[src/rtl/fp_norm_round_pipe.sv]
// Two-stage normalise-and-round unit for the FP adder: stage 1 normalises the raw
// sum (carry shift, leading-zero shift, subnormal clamp), stage 2 rounds and packs.
module fp_norm_round_pipe #(
   parameter int EXP_W = 8,
   parameter int MAN_W = 23
) (
   input  logic             clk,
   input  logic             reset,
   input  logic             in_valid,
   output logic             in_ready,
   input  logic             in_sign,
   input  logic [EXP_W-1:0] in_exp,
   input  logic [MAN_W+1:0] in_sum,
   input  logic [2:0]       in_ext,
   input  logic [1:0]       in_rm,
   output logic             out_valid,
   input  logic             out_ready,
   output logic             out_sign,
   output logic [EXP_W-1:0] out_exp,
   output logic [MAN_W-1:0] out_man,
   output logic [3:0]       out_flags
);

   localparam int WW  = MAN_W + 5;
   localparam int NW  = MAN_W + 4;
   localparam int XW  = EXP_W + 2;
   localparam int LZW = $clog2(WW);
   localparam logic signed [XW-1:0] MAX_EXP = XW'((1 << EXP_W) - 1);

   localparam logic [1:0] RM_RNE = 2'b00;
   localparam logic [1:0] RM_RTZ = 2'b01;
   localparam logic [1:0] RM_RUP = 2'b10;
   localparam logic [1:0] RM_RDN = 2'b11;

   logic s1Valid, s1Sign, s1Zero;
   logic [1:0] s1Rm;
   logic [NW-1:0] s1W;
   logic signed [XW-1:0] s1Exp;

   logic s1Adv, s2Adv;
   assign s2Adv    = !out_valid || out_ready;
   assign s1Adv    = !s1Valid || s2Adv;
   assign in_ready = s1Adv;

   logic [WW-1:0] wIn;
   assign wIn = {in_sum, in_ext};

   // Lowest-index hit is overwritten by higher ones, leaving the leading one.
   logic [LZW-1:0] lzc;
   always_comb begin
      lzc = '0;
      for (int i = 0; i <= MAN_W + 3; i++) begin
         if (wIn[i]) lzc = LZW'(MAN_W + 3 - i);
      end
   end

   logic [XW-1:0] expExt, lzcExt;
   logic [LZW-1:0] subShift;
   logic [NW-1:0] normW;
   logic signed [XW-1:0] normExp;
   logic normZero;

   assign expExt = {2'b00, in_exp};
   assign lzcExt = {{(XW-LZW){1'b0}}, lzc};

   always_comb begin
      normW    = '0;
      normExp  = '0;
      normZero = 1'b0;
      subShift = '0;
      if (wIn == '0) begin
         normZero = 1'b1;
      end else if (wIn[WW-1]) begin
         normW   = {wIn[WW-1:2], wIn[1] | wIn[0]};
         normExp = $signed(expExt + XW'(1));
      end else if (expExt > lzcExt) begin
         normW   = wIn[NW-1:0] << lzc;
         normExp = $signed(expExt - lzcExt);
      end else begin
         // in_exp <= lzc here, so in_exp-1 always fits the shifter width
         subShift = (in_exp == '0) ? '0 : LZW'(in_exp - EXP_W'(1));
         normW    = wIn[NW-1:0] << subShift;
         normExp  = XW'(1);
      end
   end

   logic hid, gBit, rBit, sBit, lsb, inexactBits, inc;
   logic [MAN_W-1:0] frac;
   logic [MAN_W+1:0] rounded;
   logic carry, newHid, ovf, toInf;
   logic signed [XW-1:0] finExp;
   logic [EXP_W-1:0] resExp;
   logic [MAN_W-1:0] resMan;
   logic [3:0] resFlags;
   logic inexact, underflow;

   assign hid  = s1W[NW-1];
   assign frac = s1W[NW-2:3];
   assign gBit = s1W[2];
   assign rBit = s1W[1];
   assign sBit = s1W[0];
   assign lsb  = s1W[3];
   assign inexactBits = gBit | rBit | sBit;

   always_comb begin
      inc = 1'b0;
      case (s1Rm)
         RM_RNE:  inc = gBit & (rBit | sBit | lsb);
         RM_RTZ:  inc = 1'b0;
         RM_RUP:  inc = !s1Sign & inexactBits;
         RM_RDN:  inc = s1Sign & inexactBits;
         default: inc = 1'b0;
      endcase
   end

   // A carry out leaves the fraction at zero; a subnormal rounding into the
   // hidden bit keeps exponent 1, which is already its encoding.
   assign rounded = {1'b0, hid, frac} + (MAN_W+2)'(inc);
   assign carry   = rounded[MAN_W+1];
   assign newHid  = rounded[MAN_W] | carry;
   assign finExp  = s1Exp + $signed({{(XW-1){1'b0}}, carry});
   assign ovf     = !s1Zero && (finExp >= MAX_EXP);
   assign toInf   = (s1Rm == RM_RNE) || (s1Rm == RM_RUP && !s1Sign) ||
                    (s1Rm == RM_RDN && s1Sign);

   always_comb begin
      resExp = '0;
      resMan = '0;
      if (s1Zero) begin
         resExp = '0;
         resMan = '0;
      end else if (ovf) begin
         resExp = toInf ? '1 : {{(EXP_W-1){1'b1}}, 1'b0};
         resMan = toInf ? '0 : '1;
      end else begin
         resExp = newHid ? finExp[EXP_W-1:0] : '0;
         resMan = rounded[MAN_W-1:0];
      end
   end

   assign inexact   = !s1Zero && (inexactBits || ovf);
   assign underflow = inexact && !ovf && !newHid;
   assign resFlags  = {ovf, underflow, inexact, (resExp == '0) && (resMan == '0)};

   always_ff @(posedge clk) begin
      if (reset) begin
         s1Valid   <= 1'b0;
         s1Sign    <= 1'b0;
         s1Zero    <= 1'b0;
         s1Rm      <= '0;
         s1W       <= '0;
         s1Exp     <= '0;
         out_valid <= 1'b0;
         out_sign  <= 1'b0;
         out_exp   <= '0;
         out_man   <= '0;
         out_flags <= '0;
      end else begin
         if (s1Adv) begin
            s1Valid <= in_valid;
            if (in_valid) begin
               s1Sign <= in_sign;
               s1Zero <= normZero;
               s1Rm   <= in_rm;
               s1W    <= normW;
               s1Exp  <= normExp;
            end
         end
         if (s2Adv) begin
            out_valid <= s1Valid;
            if (s1Valid) begin
               out_sign  <= s1Sign;
               out_exp   <= resExp;
               out_man   <= resMan;
               out_flags <= resFlags;
            end
         end
      end
   end

endmodule

[config.mk]
export PLATFORM = sky130hd
export DESIGN_NAME = fp_norm_round_pipe
export DESIGN_NICKNAME = d
export VERILOG_FILES = /design/src/rtl/fp_norm_round_pipe.sv
export SDC_FILE = /design/constraint.sdc
export NUM_CORES = 1
export LEC_CHECK = 0
export CAP_MARGIN = 20
export CORE_MARGIN = 2
export CORE_UTILIZATION = 57
export CTS_CLUSTER_DIAMETER = 120
export CTS_CLUSTER_SIZE = 12
export DETAILED_ROUTE_END_ITERATION = 12
export PLACE_DENSITY = 0.88
export SYNTH_ARGS = -nofsm -noshare
export SYNTH_HDL_FRONTEND = slang
export SYNTH_SLANG_ARGS = --single-unit
[constraint.sdc]
create_clock -name clk -period 5.6 [get_ports clk]
set_input_delay 1.12 -clock clk [delete_from_list [all_inputs] [get_ports clk]]
set_output_delay 1.12 -clock clk [all_outputs]
set_load 0.1 [all_outputs]
==> results of run 1 <==
==> cell usage in the layout, fill, tap and decap left out, types with 14 or more instances in the layout <==
cell type	Yosys	final
a31oi_1	20	20
dfxtp_1	79	79
a21oi_1	53	53
nor3_1	20	20
a22o_1	21	21
mux2_2	14	14
nor2_1	88	88
o21ai_0	29	28
clkdlybuf4s50_1	0	79
inv_1	15	15
nand2_1	102	102
xnor2_1	18	18
buf_4	3	80
xor2_1	20	20
mux2i_1	56	53
nand3_1	46	46
and3_1	14	14
==> state kept, by name, indices dropped and copies added, names as in the netlist <==
signal	cells
out_exp	8
out_flags	4
out_man	23
out_sign	1
out_valid	1
s1Exp	10
s1Rm	2
s1Sign	1
s1Valid	1
s1W	27
s1Zero	1
==> per-stage QoR <==
stage / instance area, µm² / utilization [%]
after floorplan: 6240 / -
after global placement: 7620 / 71.0
after detailed placement: 7620 / 71.0
after CTS: 7810 / 72.7
after global routing: 7830 / 72.9
final: 7830 / 72.9
==> logic make-up (layout without fill, tap and decap cells) <==
family / Yosys count / in the layout / share of synthesized area, %
simple gates: 328 / 328 / 24.3
mux: 77 / 77 / 14.0
xor+xnor: 38 / 38 / 5.33
flops: 79 / 79 / 25.3
buf+inv: 74 / 194 / 4.91
compound gates: 208 / 208 / 23.1
fa+ha+maj: 14 / 14 / 2.93
==> critical path, cell delays in order <==
cell and delay (ps):
clkdlybuf4s50_1 480, buf_4 160, nand2b_1 80, a2111oi_2 350, o221ai_1 190, a311oi_2 390
ha_1 260, nor2b_1 70, o31a_1 250, o211ai_1 220, and2_1 210, buf_4 150
mux2i_4 240, buf_4 290, mux2i_2 310, mux2i_1 130, mux2_2 310, a221oi_2 240
a21oi_1 100
==> routing by layer <==
metal | global-route usage (%) | up-vias
met5 | 0 | -
met4 | 14.0 | 0
met3 | 5.26 | 54
met2 | 57.7 | 370
met1 | 45.6 | 3154
li1 | - | 3239
==> power breakdown <==
group	switching, W	total, W	internal [W]
clock network	0.000214	0.000419	0.000204
registers	0.0000365	0.000630	0.000593
logic	0.000328	0.000550	0.000222
total	0.000579	0.00160	0.00102
==> worst max path at each step <==
stage | end | slack, ps | cells after the start
floorplan | s1W[13] | 570 | 18
global placement | s1W[13] | -190 | 19
detailed placement | s1W[23] | -220 | 19
CTS | s1W[13] | 150 | 19
global route | s1W[9] | 40 | 20
finish | s1W[13] | 290 | 19
==> layout make-up <==
| class | count | share of cell area [%] |
|---|---|---|
| Multi-Input combinational cell | 665 | 56.0 |
| Clock buffer | 10 | 1.63 |
| Timing Repair Buffer | 162 | 18.3 |
| Clock inverter | 6 | 0.783 |
| Inverter | 16 | 0.767 |
| Tap cell | 140 | 2.24 |
| Sequential cell | 79 | 20.2 |
==> impl_summary.md, run 1 <==
Run status
The run finished with clean final reports.

Place
During placement, the flow inserted port buffers numbering 80. Prior to clock tree synthesis, the placed netlist has a worst setup slack of -215 ps. The congestion estimate from routability-driven global placement came to 1.07. The number of placed instances with taps included is 1,062.

Detailed placement ended at an HPWL of between 15,000 and 20,000 µm.

Die
The floorplan die area is roughly 12,000 µm². The die outline width is between 100 and 150 µm. After floorplanning, the core was sized to cover 10,700 µm². The number of top-level pins is 81. The die is between 100 and 150 µm tall. The initial utilization of the core area, before any placement, comes to between 50% and 60%.

The count of standard-cell rows is 38.

STA
Setup repair after global routing left no endpoint under its margin. Setup slack closes at 287 ps. The part of the cycle the worst path needs is between 90 and 100%. The hold slack is ~460 ps. The maximum clock skew at final layout is between 10 and 15 ps.

For the pin with the worst max-slew slack, the measured transition is ~980 ps. The count of pins over their slew limit is 0. The maximum frequency from static timing analysis is roughly 0.19 GHz.

Setup violations remaining at the end of the flow were counted as 0. The final critical-path required period is around 5300 ps. The number of failing hold endpoints at the final stage was 0.

Setup total negative slack on the finished layout was measured at 0 ps. The relative slew slack is between 30 and 40%.

Clock network
The number of post-CTS setup repair buffers is 0. The CTS tree is yes. The clock reaches the later pin of the worst-skew pair after between 300 and 400 ps. The number of hold buffers added after CTS was 0. The CTS root buffer is clkbuf_8.

The number of gates resized after CTS was 0. CTS built an H-tree with a depth of 3. Clock tree synthesis inserted a total of 9 buffers. After clock tree synthesis, the clock-pin slew on the worst setup and hold paths is ~80 ps. In this run the deepest clock path goes through 2 buffers. For this design, the sink count on the clock tree is between 70 and 80.

Final layout
The number of filler instances in the final layout is 886. The number of antenna diodes in the final layout is 0. The fraction of layout instances using a drive strength above 1 is approximately 14%. The area occupied by multi-input gates is 4390 µm². The number of nets in the layout is ~1,000. The area growth from synthesis to layout is 25.5%.

The number of standard cells in the final layout excluding fillers is around 1,100. The sequential cell area is between 1500 and 2000 µm².

Logic synthesis
Each instance of the synthesized netlist takes up on average ~7.6 µm². Sequential elements use between 20% and 30% of the synthesized area. The netlist uses ~70 different library cells. The most used flip-flop cell after synthesis is dfxtp_1. The cell area after technology mapping is ~6200 µm².

Synthesis produced a netlist whose cell count is around 800. By instance count, the leading cell after synthesis is nand2_1. The async set-reset flop share out of synthesis is 0%.

The number of warning messages in the yosys log is 0. Counting every net in the synthesized netlist gives ~900. By area the synthesized netlist is led by dfxtp_1 25%, mux2i_1 9.0%, nand2_1 6.1%, nor2_1 5.3%, a21oi_1 4.3%. In the synthesized netlist, the cells that appear most often are 102 x nand2_1, 88 x nor2_1, 79 x dfxtp_1.

The synthesized design contains 79 register bits. The dominant cell type by area after synthesis is dfxtp_1. The number of enable-type register cells in the synthesized netlist is 0. Summed over its instances, the top area cell type makes up about 25% of the synthesized netlist area.

Critical path
The kind of end point of the critical path is a flop. The worst reg2reg path startpoint is s1Rm[0]. The worst reg2reg path depth is 25. The required arrival time at the worst endpoint is around 6000 ps. In this run the critical register-to-register path is captured at out_flags[0]. The largest fanout on the critical path is 13. The worst path arrival time is around 5600 ps. The critical setup path kind is in2reg. The worst setup path is launched from an input port.

Across all register-to-register paths, the minimum setup slack is 620 ps. The source of the critical timing path is in_ext[1].

GRT
The via count of the first global-routing pass is about 6,000. The wire length of the first global-routing pass is approximately 32,000 µm. Entering global routing, the biggest net connects 49 pins. In the global route stage, overall resource usage came out at 34.9%.

The total overflow left after global routing is 0. The initial antenna violation count is 0.

Route
Before antenna repair, the detailed router went through 7 iterations. The highest metal layer with signal wires is met4. The number of routed nets with antenna violations is 0. For this block, wires on met1 add up to between 8000 and 9000 µm. The routed design has a little over 20,000 µm of wire. Dividing the detail-routed via count by the number of cells gives around 6.3.

Detailed routing placed a total of about 1600 µm of wire on met3. The routed length per instance is about 19 µm. Detailed routing inserted a total of roughly 6,800 vias. The routed design uses between 9000 and 10,000 µm of met2 wire.

The post-detailed-route DRC marker count is 0. The number of DRC markers after the initial detailed-route iteration is about 730.

Min path
The startpoint of the lowest-slack hold path is out_sign. The worst hold path cell count is 2. For hold timing, the worst endpoint is out_sign. The type of the worst min-delay path is reg2reg.

Power and ir drop
Power comes to 0.00160 W. The worst-case IR drop observed on VDD is 0.000289 V. Summed over all cells, the static leakage comes to roughly 3.2 nW. The power per cell area is 204 nW/µm².

Flow run
Max-cap violations in this run came to 0.
(Power assumes the default switching activity.)
==> run 2, diff against run 1 <==
--- a/config.mk
+++ b/config.mk
@@ -6,7 +6,6 @@
 export NUM_CORES = 1
 export LEC_CHECK = 0
 export CAP_MARGIN = 20
-export CORE_MARGIN = 2
 export CORE_UTILIZATION = 57
 export CTS_CLUSTER_DIAMETER = 120
 export CTS_CLUSTER_SIZE = 12
==> run 2 against run 1 <==
  * Global-route usage is 5.5 points higher
  * Non-clock buffer count is 12 higher
  * Sequential share of layout area is 0.18 points lower
  * Sequential power is 0.8% higher
  * Power is 2.6% higher
  * Core utilization is 2.6 points higher
  * Critical path type unchanged
  * Critical endpoint is now s1W[23]
  * Highest routed layer unchanged
==> impl_summary.md, run 2 (synthesis gave the netlist of run 1 again) <==
Power and ir drop
The peak ir drop on the vdd network is 0.000192 V (-33%). The static leakage is 3.22 nW (+1.4%). The power per cell area is 207 nW/µm² (+1.6%).

Clock network
The CTS tree is yes. The insertion delay to the later sink of the worst-skew pair is 360 ps (about the same). The count of cells resized by post-cts repair came to 0 (unchanged). The clock-pin slew reported for the worst setup and hold paths after clock tree synthesis is 90 ps (about the same). The number of post-CTS setup repair buffers is 0 (unchanged). The buffer levels on the longest clock path is 2 (unchanged). The CTS root buffer is clkbuf_8. The number of buffers added by the clock tree synthesis step is 9 (unchanged). The count of hold buffers inserted by post-cts repair is 0 (unchanged).

The H-tree depth was 3 (unchanged). The CTS sink count came to 79 (unchanged).

STA
The pin slew with the least headroom to its limit is 999 ps (+16.4 ps). The number of failing hold endpoints at the final stage was 0 (unchanged). The final number of setup-violating endpoints is 0 (unchanged). The part of the cycle the worst path needs is 94.9% (about the same).

The maximum frequency from static timing analysis is 0.188 GHz (about the same). The hold slack is 468 ps (+10.7 ps). The count of pins over their slew limit came to 0 (unchanged). The maximum clock skew at final layout came to 14.9 ps (+1.81 ps).

The final critical-path required period is 5320 ps (+2.54 ps). The relative slew slack is 33.2% (-1.1 points). Setup repair after global routing left no endpoint under its margin.

Final layout
The fraction of layout instances using a drive strength above 1 is 15.5% (+1.3 points). The flip-flop count of the largest register after layout is 27 (unchanged). The largest registers in the layout are s1W x27, out_man x23, s1Exp x10. Leaving out fill and tap cells, the most frequent cell in the layout is nand2_1. The antenna diode instance count is 0 (unchanged). The number of filler instances in the final layout is 761 (-14%). Leaving out fill and tap cells, the most frequent cells in the layout are 102 x nand2_1, 94 x buf_4, 85 x nor2_1. The utilization after layout was 75.5% (+2.6 points). The area occupied by multi-input gates is 4380 µm² (about the same). The sequential cell area is 1580 µm² (unchanged). Counting flops per register, the top entry is s1W. The number of nets in the layout is 1,002 (+1.2%).

Compared with the post-synthesis result, the final layout area differs by 26.6%.

Route
The number of DRC markers after the initial detailed-route iteration is 854 (+16%). The via density per instance is 6.66 (+5.4%). The routed length per instance is 21.1 µm (+12%). The post-detailed-route DRC marker count was 0 (unchanged). The number of routed nets with antenna violations is 0 (unchanged). The via count came to 7,237 (+6.2%). The detailed-router iteration count before antenna repair is 7 (unchanged).

The overall routed net length is 22,900 µm (+13%).

Critical path
The worst path arrival time came to 5530 ps (-30 ps). The worst setup path is of the in2reg kind. The worst setup path is launched from an input port. The kind of end point of the critical path is a flop. The largest fanout on the critical path is 9 (-4). The required arrival time at the worst endpoint is 5820 ps (-30 ps).

Place
The number of buffers inserted by port buffering came to 80 (unchanged). The final weighted congestion in routability-driven placement is 1.02 (-4.7%). The detailed placer's ending HPWL is 17,500 µm (+11%).

GRT
The largest net degree at the start of global routing is 53 (+8.2%). The wire length of the first global-routing pass is 35,900 µm (+12%). The global routing usage summed across all routing layers was 40.3% (+5.5 points). The initial antenna violation count was 0 (unchanged). The via count of the first global-routing pass is 6,923 (+12%). The remaining global-route overflow is 0 (unchanged).

Die
The floorplan die area is 11,400 µm² (-3.6%). The die outline width is 107 µm (-1.8%). The starting utilization of the core area is 59.6% (+1.6 points). The chip height is 107 µm (-1.8%). The number of top-level pins is 81 (unchanged). The count of standard-cell rows is 37 (-2.6%). The placeable core region was 10,500 µm² (-2.6%).

Run status
The flow ran to the end, and the final reports show no timing, DRC or antenna violations.

Min path
The type of the worst min-delay path is reg2reg.

Flow run
The total of max-cap violations is 0 (unchanged).
[run 2: metrics by stage]
step                cells  power (W)  setup WS, ps  TNS (ps)  area (µm²)
detailed placement   1070    0.00119          -145      -516        7680
CTS                  1086    0.00162           210         0        7890
floorplan             818   0.000981           568         0        6240
finish               1086    0.00164           285         0        7900
global placement     1069    0.00117         -62.5      -189        7680
global route         1086    0.00170          12.0         0        7900
[run 2: layout make-up]
type                       instances  share of cell area, %
clock buffer                       9                   1.57
clock inverter                     7                  0.998
inverter                          16                  0.760
multi-input combinational        665                   55.5
sequential                        79                   20.0
tap                              136                   2.15
timing repair buffer             174                   19.0
[run 2: where the power goes]
part	total (W)	internal [W]	switching [W]
Combinational	0.000562	0.000226	0.000336
Clock	0.000442	0.000211	0.000231
Sequential	0.000635	0.000593	0.0000414
[run 2: final timing paths]
| path | from | endpoint | slack, ps | depth (start not counted) |
|---|---|---|---|---|
| setup / recovery | in_sum[20] | s1W[23] | 280 | 18 |
| hold / removal | out_exp[0] | out_exp[0] | 470 | 2 |
| setup reg to reg | s1Rm[0] | out_flags[0] | 410 | 25 |
| hold reg to reg | out_exp[0] | out_exp[0] | 470 | 2 |
[run 2: critical path: stages]
cell             delay [ps]
clkdlybuf4s50_1         540
nor4_1                  420
nand2_1                 110
or2_2                   330
nand2b_1                180
ha_1                    310
and3_1                  150
nand3_1                 110
a21boi_0                310
and2_2                  290
buf_4                   200
mux2i_1                 250
buf_4                   180
mux4_2                  490
mux2i_1                 250
nor2_1                   60
o21ai_0                 160
a211oi_1                 90
[run 2: per-layer routing]
metal | part of all wire (%) | vias to the layer above | global-route usage (%)
met1 | 40 | 3396 | 50.6
met2 | 47 | 477 | 68.2
li1 | - | 3273 | -
met5 | 0 | - | 0
met4 | 4.9 | 0 | 20.0
met3 | 8.2 | 91 | 5.05
==> run 3, diff against run 2 <==
--- a/config.mk
+++ b/config.mk
@@ -6,11 +6,13 @@
 export NUM_CORES = 1
 export LEC_CHECK = 0
 export CAP_MARGIN = 20
-export CORE_UTILIZATION = 57
+export CORE_UTILIZATION = 30
 export CTS_CLUSTER_DIAMETER = 120
 export CTS_CLUSTER_SIZE = 12
 export DETAILED_ROUTE_END_ITERATION = 12
-export PLACE_DENSITY = 0.88
+export HOLD_SLACK_MARGIN = 0.05
+export PLACE_DENSITY = 0.55
+export SKIP_LAST_GASP = 1
 export SYNTH_ARGS = -nofsm -noshare
 export SYNTH_HDL_FRONTEND = slang
 export SYNTH_SLANG_ARGS = --single-unit
==> run 3 against run 2 <==
  * Combinational power grew 1%
  * Non-clock buffer count grew 9
  * Cell count grew 13%
  * Count of clock-buffer cells in the layout grew 3
  * Clock skew shrank 5.7 ps
  * Core utilization shrank 35 points
  * Worst setup slack lost 17 ps
  * Power grew 15%
  * Routed wire length shrank 1.5%
  * Sequential share of layout area shrank 1.0 points
  * Sequential cell count is the same
  * Largest power group is now clock
  * Highest routed layer unchanged
==> impl_summary.md, run 3 (synthesis gave the netlist of run 1 again) <==
Min path
The worst hold path cell count was 2 (unchanged). The type of the worst min-delay path is reg2reg.

GRT
The initial antenna violation count is 0 (unchanged). The largest net degree at the start of global routing is 39 (-26%). The remaining global-route overflow is 0 (unchanged). The via count of the first global-routing pass was 6,288 (-9.2%). The wire length of the first global-routing pass is 35,500 µm (-1.3%).

The global routing usage summed across all routing layers is 21.0% (-19 points).

Final layout
The final instance area came to 8320 µm² (+5.4%). The fraction of layout instances using a drive strength above 1 came to 16.2% (+0.71 points). The number of nets in the layout was 1,011 (+0.90%). The utilization after layout came to 41.0% (-35 points). The register with the most flip-flops in the final layout is s1W. The area growth from synthesis to layout is 33.4%. The top cell types in the final layout, fill and taps aside, are 102 x nand2_1, 100 x buf_4, 88 x nor2_1.

Leaving out fill and tap cells, the most frequent cell in the layout is nand2_1. The antenna diode instance count is 0 (unchanged). The flip-flop count of the largest register after layout is 27 (unchanged). In the final layout, the registers with the most flip-flops are s1W x27, out_man x23, s1Exp x10.

Clock network
The CTS root buffer is clkbuf_16. The CTS sink count came to 79 (unchanged). The H-tree depth came to 3 (unchanged). The number of buffers added by the clock tree synthesis step is 9 (unchanged). The clock-pin slew reported for the worst setup and hold paths after clock tree synthesis came to 60 ps (-30 ps).

The insertion delay to the later sink of the worst-skew pair is 330 ps (-30 ps). The count of hold buffers inserted by post-cts repair is 0 (unchanged). The count of cells resized by post-cts repair is 0 (unchanged).

The number of post-CTS setup repair buffers is 0 (unchanged). TritonCTS built the clock tree. The buffer levels on the longest clock path is 2 (unchanged).

Die
The starting utilization of the core area came to 30.7% (-29 points). The chip height is 146 µm (+37%). The floorplan die area is 21,400 µm² (+88%). The count of standard-cell rows was 52 (+41%). The placeable core region is 20,300 µm² (+94%). The number of top-level pins is 81 (unchanged). The die outline width is 146 µm (+37%).

Route
The post-detailed-route DRC marker count was 0 (unchanged). The via density per instance is 5.35 (-20%). The via count came to 6,573 (-9.2%). The met3 wire length is 1290 µm (-32%). The detailed router used layers up to and including met4. The overall routed net length was 22,500 µm (-1.5%). The met2 layer wire length in the routed design is 9970 µm (-7.7%). The routed length per instance came to 18.4 µm (-13%). The detailed-router iteration count before antenna repair came to 5 (-2). The routed length on met1 is 10,800 µm (+19%). The number of routed nets with antenna violations is 0 (unchanged). The number of DRC markers after the initial detailed-route iteration is 420 (-51%).

STA
The count of pins over their slew limit is 0 (unchanged). The number of failing hold endpoints at the final stage was 0 (unchanged). The setup TNS after final layout is 0 ps (unchanged). The relative slew slack is 35.1% (+1.9 points). The hold slack was 455 ps (-12.9 ps). The final number of setup-violating endpoints is 0 (unchanged). The part of the cycle the worst path needs is 95.2% (+0.30 points). The maximum frequency from static timing analysis is 0.188 GHz (-0.31%). The maximum clock skew at final layout is 9.19 ps (-5.72 ps). The final critical-path required period is 5330 ps (+16.7 ps).

The final worst slack is 268 ps (-16.7 ps). The pin slew with the least headroom to its limit is 970 ps (-28.9 ps).

Critical path
The sort of element at the start of the critical path is an input port. The worst setup path is of the in2reg kind. The worst reg2reg path depth was 24 (-4.0%). The kind of end point of the critical path is a flop. The required arrival time at the worst endpoint is 5790 ps (-30 ps).

The largest fanout on the critical path was 6 (-3). The worst path arrival time is 5530 ps (about the same).

Place
The worst-case setup slack after placement is -294 ps (-149 ps). The final weighted congestion in routability-driven placement is 0.913 (-10%). The detailed placer's ending HPWL is 17,700 µm (+1.5%). The number of buffers inserted by port buffering is 80 (unchanged).

The total cell area at the placement stage is 7960 µm² (+3.6%).

Power and ir drop
The static leakage is 3.35 nW (+4.0%). The power per cell area was 227 nW/µm² (+9.2%). The peak ir drop on the vdd network is 0.000126 V (-34%).

Run status
The flow ran to the end, and the final reports show no timing, DRC or antenna violations.

Flow run
The total of max-cap violations is 0 (unchanged).
run 3: cell types whose count changed in the layout (fill, tap and decap cells not counted), sizes merged:
cell	change
buf	+9
inv	-3
bufinv	+2
clkinvlp	-3
clkbuf	+3
run 3: cell type report:
cell class	count	area (µm²)
flip-flops and latches	79	1580
fillers	2129	12000
well taps	270	338
clock buffers	12	256
multi-input cells	665	4390
repair buffers	183	1610
clock inverters	3	90.1
inverters	16	60.1
run 3: critical path, cell delays in order:
cell and delay [ps]:
clkdlybuf4s50_1 590, nor2_1 90, a2111oi_2 380, o221ai_1 190, a311oi_2 370, ha_1 230, nor2b_1 60, o31a_1 260
o211ai_1 190, and2_2 280, buf_4 180, mux2i_1 200, buf_4 180, mux4_2 510, mux2i_2 270, nor2_1 70
o21ai_0 230, a211oi_1 120
run 3: path summary, 6_finish.rpt:
kind / start / to / slack, ps
worst max-delay path: in_sum[2] / s1W[23] / 270
worst min-delay path: out_exp[0] / out_exp[0] / 450
worst max register to register: s1Rm[1] / out_flags[0] / 760
worst min register to register: out_exp[0] / out_exp[0] / 450
run 3: report_power, final:
| part | switching [W] | leakage, nW | internal, W | total, W |
|---|---|---|---|---|
| sequential | 0.0000390 | 0.646 | 0.000594 | 0.000633 |
| combinational | 0.000334 | 2.54 | 0.000236 | 0.000570 |
| clock | 0.000225 | 0.169 | 0.000458 | 0.000683 |
run 3: through the flow:
stage	cells	total power, W
final	1228	0.00189
after global routing	1228	0.00197
after CTS	1228	0.00189
after detailed placement	1213	0.00121
after global placement	1213	0.00121
after floorplan	818	0.000981
run 3: per-layer routing:
| metal | vias up | GRT usage, % |
|---|---|---|
| met5 | - | 0 |
| met1 | 3038 | 30.1 |
| met4 | 0 | 6.67 |
| met3 | 26 | 2.28 |
| met2 | 231 | 32.7 |
| li1 | 3278 | - |
